[src/rtl/led_cnt_pkg.sv]
// ============================================================================
// led_cnt_pkg : shared types and constants for the multi-channel LED counter
// Rev 1.0 - initial release
// ============================================================================
`default_nettype none

package led_cnt_pkg;

  typedef enum logic [1:0] {
    MODE_OFF   = 2'd0,
    MODE_ON    = 2'd1,
    MODE_BLINK = 2'd2,
    MODE_PWM   = 2'd3
  } mode_t;

  typedef enum logic [1:0] {
    ST_RUN    = 2'd0,
    ST_HOLD   = 2'd1,
    ST_FROZEN = 2'd2
  } dfx_state_t;

  localparam mode_t MODE_RESET = MODE_BLINK;
  localparam int    CH_IDX_W   = 4;

endpackage

`default_nettype wire

[src/rtl/led_cnt_chan.sv]
// ============================================================================
// led_cnt_chan : one LED channel - mode/div registers, divider, blink, decode
// Rev 1.0 - initial release
// ============================================================================
`default_nettype none

module led_cnt_chan
  import led_cnt_pkg::*;
#(
  parameter int CNT_W       = 27,
  parameter int PWM_W       = 8,
  parameter int DIV_DEFAULT = 50000000
) (
  input  logic             clk,
  input  logic             rstn,
  input  logic             en,
  input  logic             clr,
  input  logic             wr,
  input  mode_t            wr_mode,
  input  logic [CNT_W-1:0] wr_div,
  input  logic [PWM_W-1:0] ramp,
  output logic             led
);

  mode_t            mode;
  logic [CNT_W-1:0] div;
  logic [CNT_W-1:0] cnt;
  logic             blink_q;
  logic             led_nxt;

  always_comb begin
    led_nxt = 1'b0;
    case (mode)
      MODE_OFF:   led_nxt = 1'b0;
      MODE_ON:    led_nxt = 1'b1;
      MODE_BLINK: led_nxt = blink_q;
      MODE_PWM:   led_nxt = (ramp < div[PWM_W-1:0]);
      default:    led_nxt = 1'b0;
    endcase
  end

  // Writes are only issued in RUN, so clr/wr never collide with a frozen channel.
  always_ff @(posedge clk or negedge rstn) begin
    if (!rstn) begin
      mode    <= MODE_RESET;
      div     <= CNT_W'(DIV_DEFAULT);
      cnt     <= '0;
      blink_q <= 1'b0;
      led     <= 1'b0;
    end else begin
      if (wr) begin
        mode <= wr_mode;
        div  <= wr_div;
      end
      if (clr) begin
        cnt     <= '0;
        blink_q <= 1'b0;
      end else if (en) begin
        if (cnt == div) begin
          cnt     <= '0;
          blink_q <= ~blink_q;
        end else begin
          cnt <= cnt + CNT_W'(1);
        end
      end
      if (en) begin
        led <= led_nxt;
      end
    end
  end

endmodule

`default_nettype wire

[src/rtl/led_cnt_multi.sv]
// ============================================================================
// led_cnt_multi : N-channel LED counter with per-channel mode and DFX freeze
// Optional: define LED_CNT_PHASE_SYNC_EN to clear every channel on any write
// Rev 1.0 - initial release
// ============================================================================
`default_nettype none

module led_cnt_multi
  import led_cnt_pkg::*;
#(
  parameter int N_CH        = 2,
  parameter int CNT_W       = 27,
  parameter int DIV_DEFAULT = 50000000,
  parameter int PWM_W       = 8
) (
  input  logic                clk100,
  input  logic                rstn,
  input  logic                cfg_we,
  input  logic [CH_IDX_W-1:0] cfg_ch,
  input  logic [1:0]          cfg_mode,
  input  logic [CNT_W-1:0]    cfg_div,
  output logic                cfg_err,
  input  logic                decouple_req,
  output logic                decouple_ack,
  output logic [N_CH-1:0]     leds_o
);

  dfx_state_t       state;
  dfx_state_t       state_nxt;
  logic             run_en;
  logic             ch_ok;
  logic             accept;
  logic [PWM_W-1:0] ramp;

  always_ff @(posedge clk100 or negedge rstn) begin
    if (!rstn) begin
      state <= ST_RUN;
    end else begin
      state <= state_nxt;
    end
  end

  always_comb begin
    state_nxt = state;
    case (state)
      ST_RUN:    if (decouple_req) state_nxt = ST_HOLD;
      ST_HOLD:   state_nxt = decouple_req ? ST_FROZEN : ST_RUN;
      ST_FROZEN: if (!decouple_req) state_nxt = ST_RUN;
      default:   state_nxt = ST_RUN;
    endcase
  end

  // ack is decoded from the state register, so it drops on the same edge FROZEN is left.
  always_comb begin
    run_en       = (state == ST_RUN);
    decouple_ack = (state == ST_FROZEN);
  end

  assign ch_ok  = ({1'b0, cfg_ch} < (CH_IDX_W + 1)'(N_CH));
  assign accept = cfg_we && run_en && ch_ok;

  always_ff @(posedge clk100 or negedge rstn) begin
    if (!rstn) begin
      cfg_err <= 1'b0;
      ramp    <= '0;
    end else begin
      cfg_err <= cfg_we && !(run_en && ch_ok);
      if (run_en) begin
        ramp <= ramp + PWM_W'(1);
      end
    end
  end

  generate
    for (genvar i = 0; i < N_CH; i++) begin : g_chan
      logic wr;
      logic clr;

      assign wr = accept && (cfg_ch == CH_IDX_W'(i));
`ifdef LED_CNT_PHASE_SYNC_EN
      assign clr = accept;
`else
      assign clr = wr;
`endif

      led_cnt_chan #(
        .CNT_W       (CNT_W),
        .PWM_W       (PWM_W),
        .DIV_DEFAULT (DIV_DEFAULT)
      ) u_chan (
        .clk     (clk100),
        .rstn    (rstn),
        .en      (run_en),
        .clr     (clr),
        .wr      (wr),
        .wr_mode (mode_t'(cfg_mode)),
        .wr_div  (cfg_div),
        .ramp    (ramp),
        .led     (leds_o[i])
      );
    end
  endgenerate

endmodule

`default_nettype wire

[config.mk]
export PLATFORM = sky130hd
export DESIGN_NAME = led_cnt_multi
export DESIGN_NICKNAME = d
export VERILOG_FILES = /design/src/rtl/led_cnt_pkg.sv /design/src/rtl/led_cnt_chan.sv /design/src/rtl/led_cnt_multi.sv
export SDC_FILE = /design/constraint.sdc
export NUM_CORES = 1
export LEC_CHECK = 0
export BUFFER_PORTS_ARGS = -buffer_cell sky130_fd_sc_hd__buf_2
export CORE_UTILIZATION = 61
export DETAILED_ROUTE_END_ITERATION = 8
export HOLD_SLACK_MARGIN = 0.05
export PLACE_DENSITY = 0.78
export SYNTH_ARGS = -nofsm -noshare
export SYNTH_HDL_FRONTEND = slang
export SYNTH_SLANG_ARGS = --single-unit
[constraint.sdc]
create_clock -name clk100 -period 2.2 [get_ports clk100]
set_input_delay 0.11 -clock clk100 [delete_from_list [all_inputs] [get_ports clk100]]
set_output_delay 0.11 -clock clk100 [all_outputs]
set_load 0.02 [all_outputs]
==> results.sh <==
export IMPL_cp_max_fo=26
export IMPL_syn_area_mm2=0.00652
export IMPL_netlist_area_leader_share_pct=38.8
export IMPL_synth_async_reset_ratio_pct=100
export IMPL_numClockSinks=127
export IMPL_maxCapViolations=0
export IMPL_routed_via_count=4745
export IMPL_power_density_mw_per_mm2=1010
export IMPL_wl_mm=15.3
export IMPL_final_cell_mix="101 x dfrtp_1, 64 x nor2_1, 58 x mux2_2"
export IMPL_preCtsSetupSlack_ns=0.0708
export IMPL_syn_avg_cell_area_um2=11.1
export IMPL_ys_seq_area_share_pct=49.3
export IMPL_final_common_cell="dfrtp_1"
export IMPL_grt_pass1_vias=4954
export IMPL_cp_end_kind="flop"
export IMPL_setup_tns_ns=0
export IMPL_grt_max_degree=48
export IMPL_synth_warnings=0
export IMPL_status="finished clean"
export IMPL_drc_errors=0
export IMPL_synth_area_top_cells="dfrtp_1 39%, dfstp_2 10%, mux2_2 10%, xor2_1 7.5%, xnor2_1 7.4%"
export IMPL_port_buffers=40
export IMPL_worstPathArrival_ns=2.52
export IMPL_fin_ws_ns=0.0779
export IMPL_synth_edf_count=0
export IMPL_cts_max_level=4
export IMPL_die_y_um=105
export IMPL_holdCritPathClass="in2async"
export IMPL_drt_first_pass_iters=4
export IMPL_max_slew_margin_pct=61.3
export IMPL_cts_buffers=17
export IMPL_multi_input_area_mm2=0.00312
export IMPL_grt_total_usage_pct=30.0
export IMPL_required_ns=2.60
export IMPL_grt_pass1_wl_mm=25.0
export IMPL_synth_top_cell_by_area="dfrtp_1"
export IMPL_route_detailed_wl_per_inst_um=18.3
export IMPL_syn_nets=640
export IMPL_drt_iter0_drc=217
export IMPL_netlist_cell_type_count=42
export IMPL_final_antenna_net_count=0
export IMPL_num_rows=37
export IMPL_synthCells=586
export IMPL_hold_viol=0
export IMPL_yosys_register_bits=127
export IMPL_die_x_um=105
export IMPL_drv_slew=0
export IMPL_drive_gt1_share_pct=27.7
export IMPL_synth_flop_cell="dfrtp_1"
export IMPL_cts_buffer_depth=2
export IMPL_timing_worst_slew_pin_value_ns=0.579
export IMPL_cts_tree="done"
export IMPL_path_clk_slew_ns=0.06
export IMPL_cts_setup_buffers=0
export IMPL_fin_skew_ns=0.00686
export IMPL_syn2layout_area_growth_pct=22.9
export IMPL_leakage_nw=3.74
export IMPL_fmax_mhz=471
export IMPL_cts_root_buf="clkbuf_8"
export IMPL_final_nets=742
export IMPL_viasPerCell=5.67
export IMPL_worstSetupPathType="reg2reg"
export IMPL_seq_area_mm2=0.00321
export IMPL_place_congestion=0.837
export IMPL_io_pin_count=41
export IMPL_grt_overflow=0
export IMPL_grt_antenna_before_repair=0
export IMPL_fin_crit_sh_pct=96.5
export IMPL_crit_path_start_kind="flop"
export IMPL_finalCriticalPeriod_ns=2.12
export IMPL_antenna_cells=0
export IMPL_ir_drop_v=0.000770
export IMPL_hpwl_mm=10.2
export IMPL_die_area_mm2=0.0111
export IMPL_coreArea_mm2=0.0103
export IMPL_insertion_delay_ns=0.52
export IMPL_nFillCells=654
export IMPL_initial_core_util_pct=63.1
export IMPL_hold_slack_ns=0.112
export IMPL_setup_viol=0
## layout make-up
cell class / count / share of cell area, %
Clock buffer: 20 / 5.56
Clock inverter: 12 / 1.70
Inverter: 27 / 1.27
Multi-Input combinational cell: 413 / 39.0
Sequential cell: 127 / 40.1
Tap cell: 136 / 2.12
Timing Repair Buffer: 102 / 10.3
## cell usage after synthesis, drive strengths merged, types with 4 or more instances
cell / count
o21ai: 6
nand2b: 4
inv: 27
and3: 5
dfrtp: 101
nand2: 26
nand4b: 4
xnor2: 55
ha: 17
nor4: 22
and4: 8
nand3: 18
nor3: 17
a22o: 4
xor2: 56
nor3b: 4
nor2: 64
and2: 4
clkbuf: 12
mux2: 58
nand4: 16
nor2b: 5
dfstp: 26
buf: 7
## worst paths after layout
check | startpoint | end | slack [ns] | cells after the start
max | g_chan[0].u_chan.div[13] | g_chan[0].u_chan.blink_q | 0.08 | 6
min | rstn | cfg_err | 0.11 | 2
max reg2reg | g_chan[0].u_chan.div[13] | g_chan[0].u_chan.blink_q | 0.08 | 6
min reg2reg | g_chan[0].u_chan.div[18] | g_chan[0].u_chan.div[18] | 0.53 | 1
max in group asynchronous | rstn | g_chan[0].u_chan.div[20] | 1.39 | 3
min in group clk100 | cfg_ch[0] | g_chan[1].u_chan.blink_q | 0.26 | 5
## cells by family after synthesis
logic type | share of synthesized area, %
muxes | 10.0
and+or+nand+nor | 16.2
xor gates and xnor gates | 14.9
adders and majority gates | 3.26
AOI/OAI and AO/OA | 3.11
buffers and inverters | 3.24
DFF | 49.3
## stage by stage
stage / instances / cell area (um^2) / power [W] / util, %
2_1_floorplan: 586 / 6520 / 0.00463 / -
3_3_place_gp: 770 / 7050 / 0.00512 / 68.2
3_5_place_dp: 770 / 7050 / 0.00524 / 68.2
4_1_cts: 837 / 7980 / 0.00805 / 77.3
5_1_grt: 837 / 8010 / 0.00846 / 77.6
6_report: 837 / 8010 / 0.00806 / 77.6
## report_power, final
| group | leakage, nW | internal (W) | switching (W) | total (W) |
|---|---|---|---|---|
| clock network | 0.277 | 0.00168 | 0.00105 | 0.00273 |
| logic | 1.87 | 0.000966 | 0.000888 | 0.00185 |
| registers | 1.60 | 0.00293 | 0.000544 | 0.00347 |
| total | 3.74 | 0.00557 | 0.00249 | 0.00806 |
## metal layers
layer | share of wire, % | vias up | GRT usage (%)
met1 | 41 | 2355 | 37.5
met4 | 2.5 | 0 | 12.5
met3 | 4.9 | 28 | 6.93
li1 | - | 2221 | -
met5 | 0 | - | 0
met2 | 52 | 141 | 50.0
## state kept, by name, indices dropped and copies added, names as in the netlist
name and count:
g_chan.u_chan.div 54, g_chan.u_chan.led 2, ramp 8, cfg_err 1, g_chan.u_chan.blink_q 2, g_chan.u_chan.mode 4
state 2, g_chan.u_chan.cnt 54
## critical path: stages, from the launching register on
cell and delay (ns):
dfstp_2 0.53, xor2_1 0.08, nor4_2 0.43, nand4_1 0.22, o41ai_4 0.42, buf_12 0.21, o22ai_1 0.10
## repair_timing
| action | CTS | global route |
|---|---|---|
| endpoints found under the hold margin | 164 | 0 |
| gates resized for setup | 0 | 6 |
| endpoints found under the setup margin | 0 | 54 |
| hold buffers | 35 | 0 |
Power figures use the tool's default switching activity.
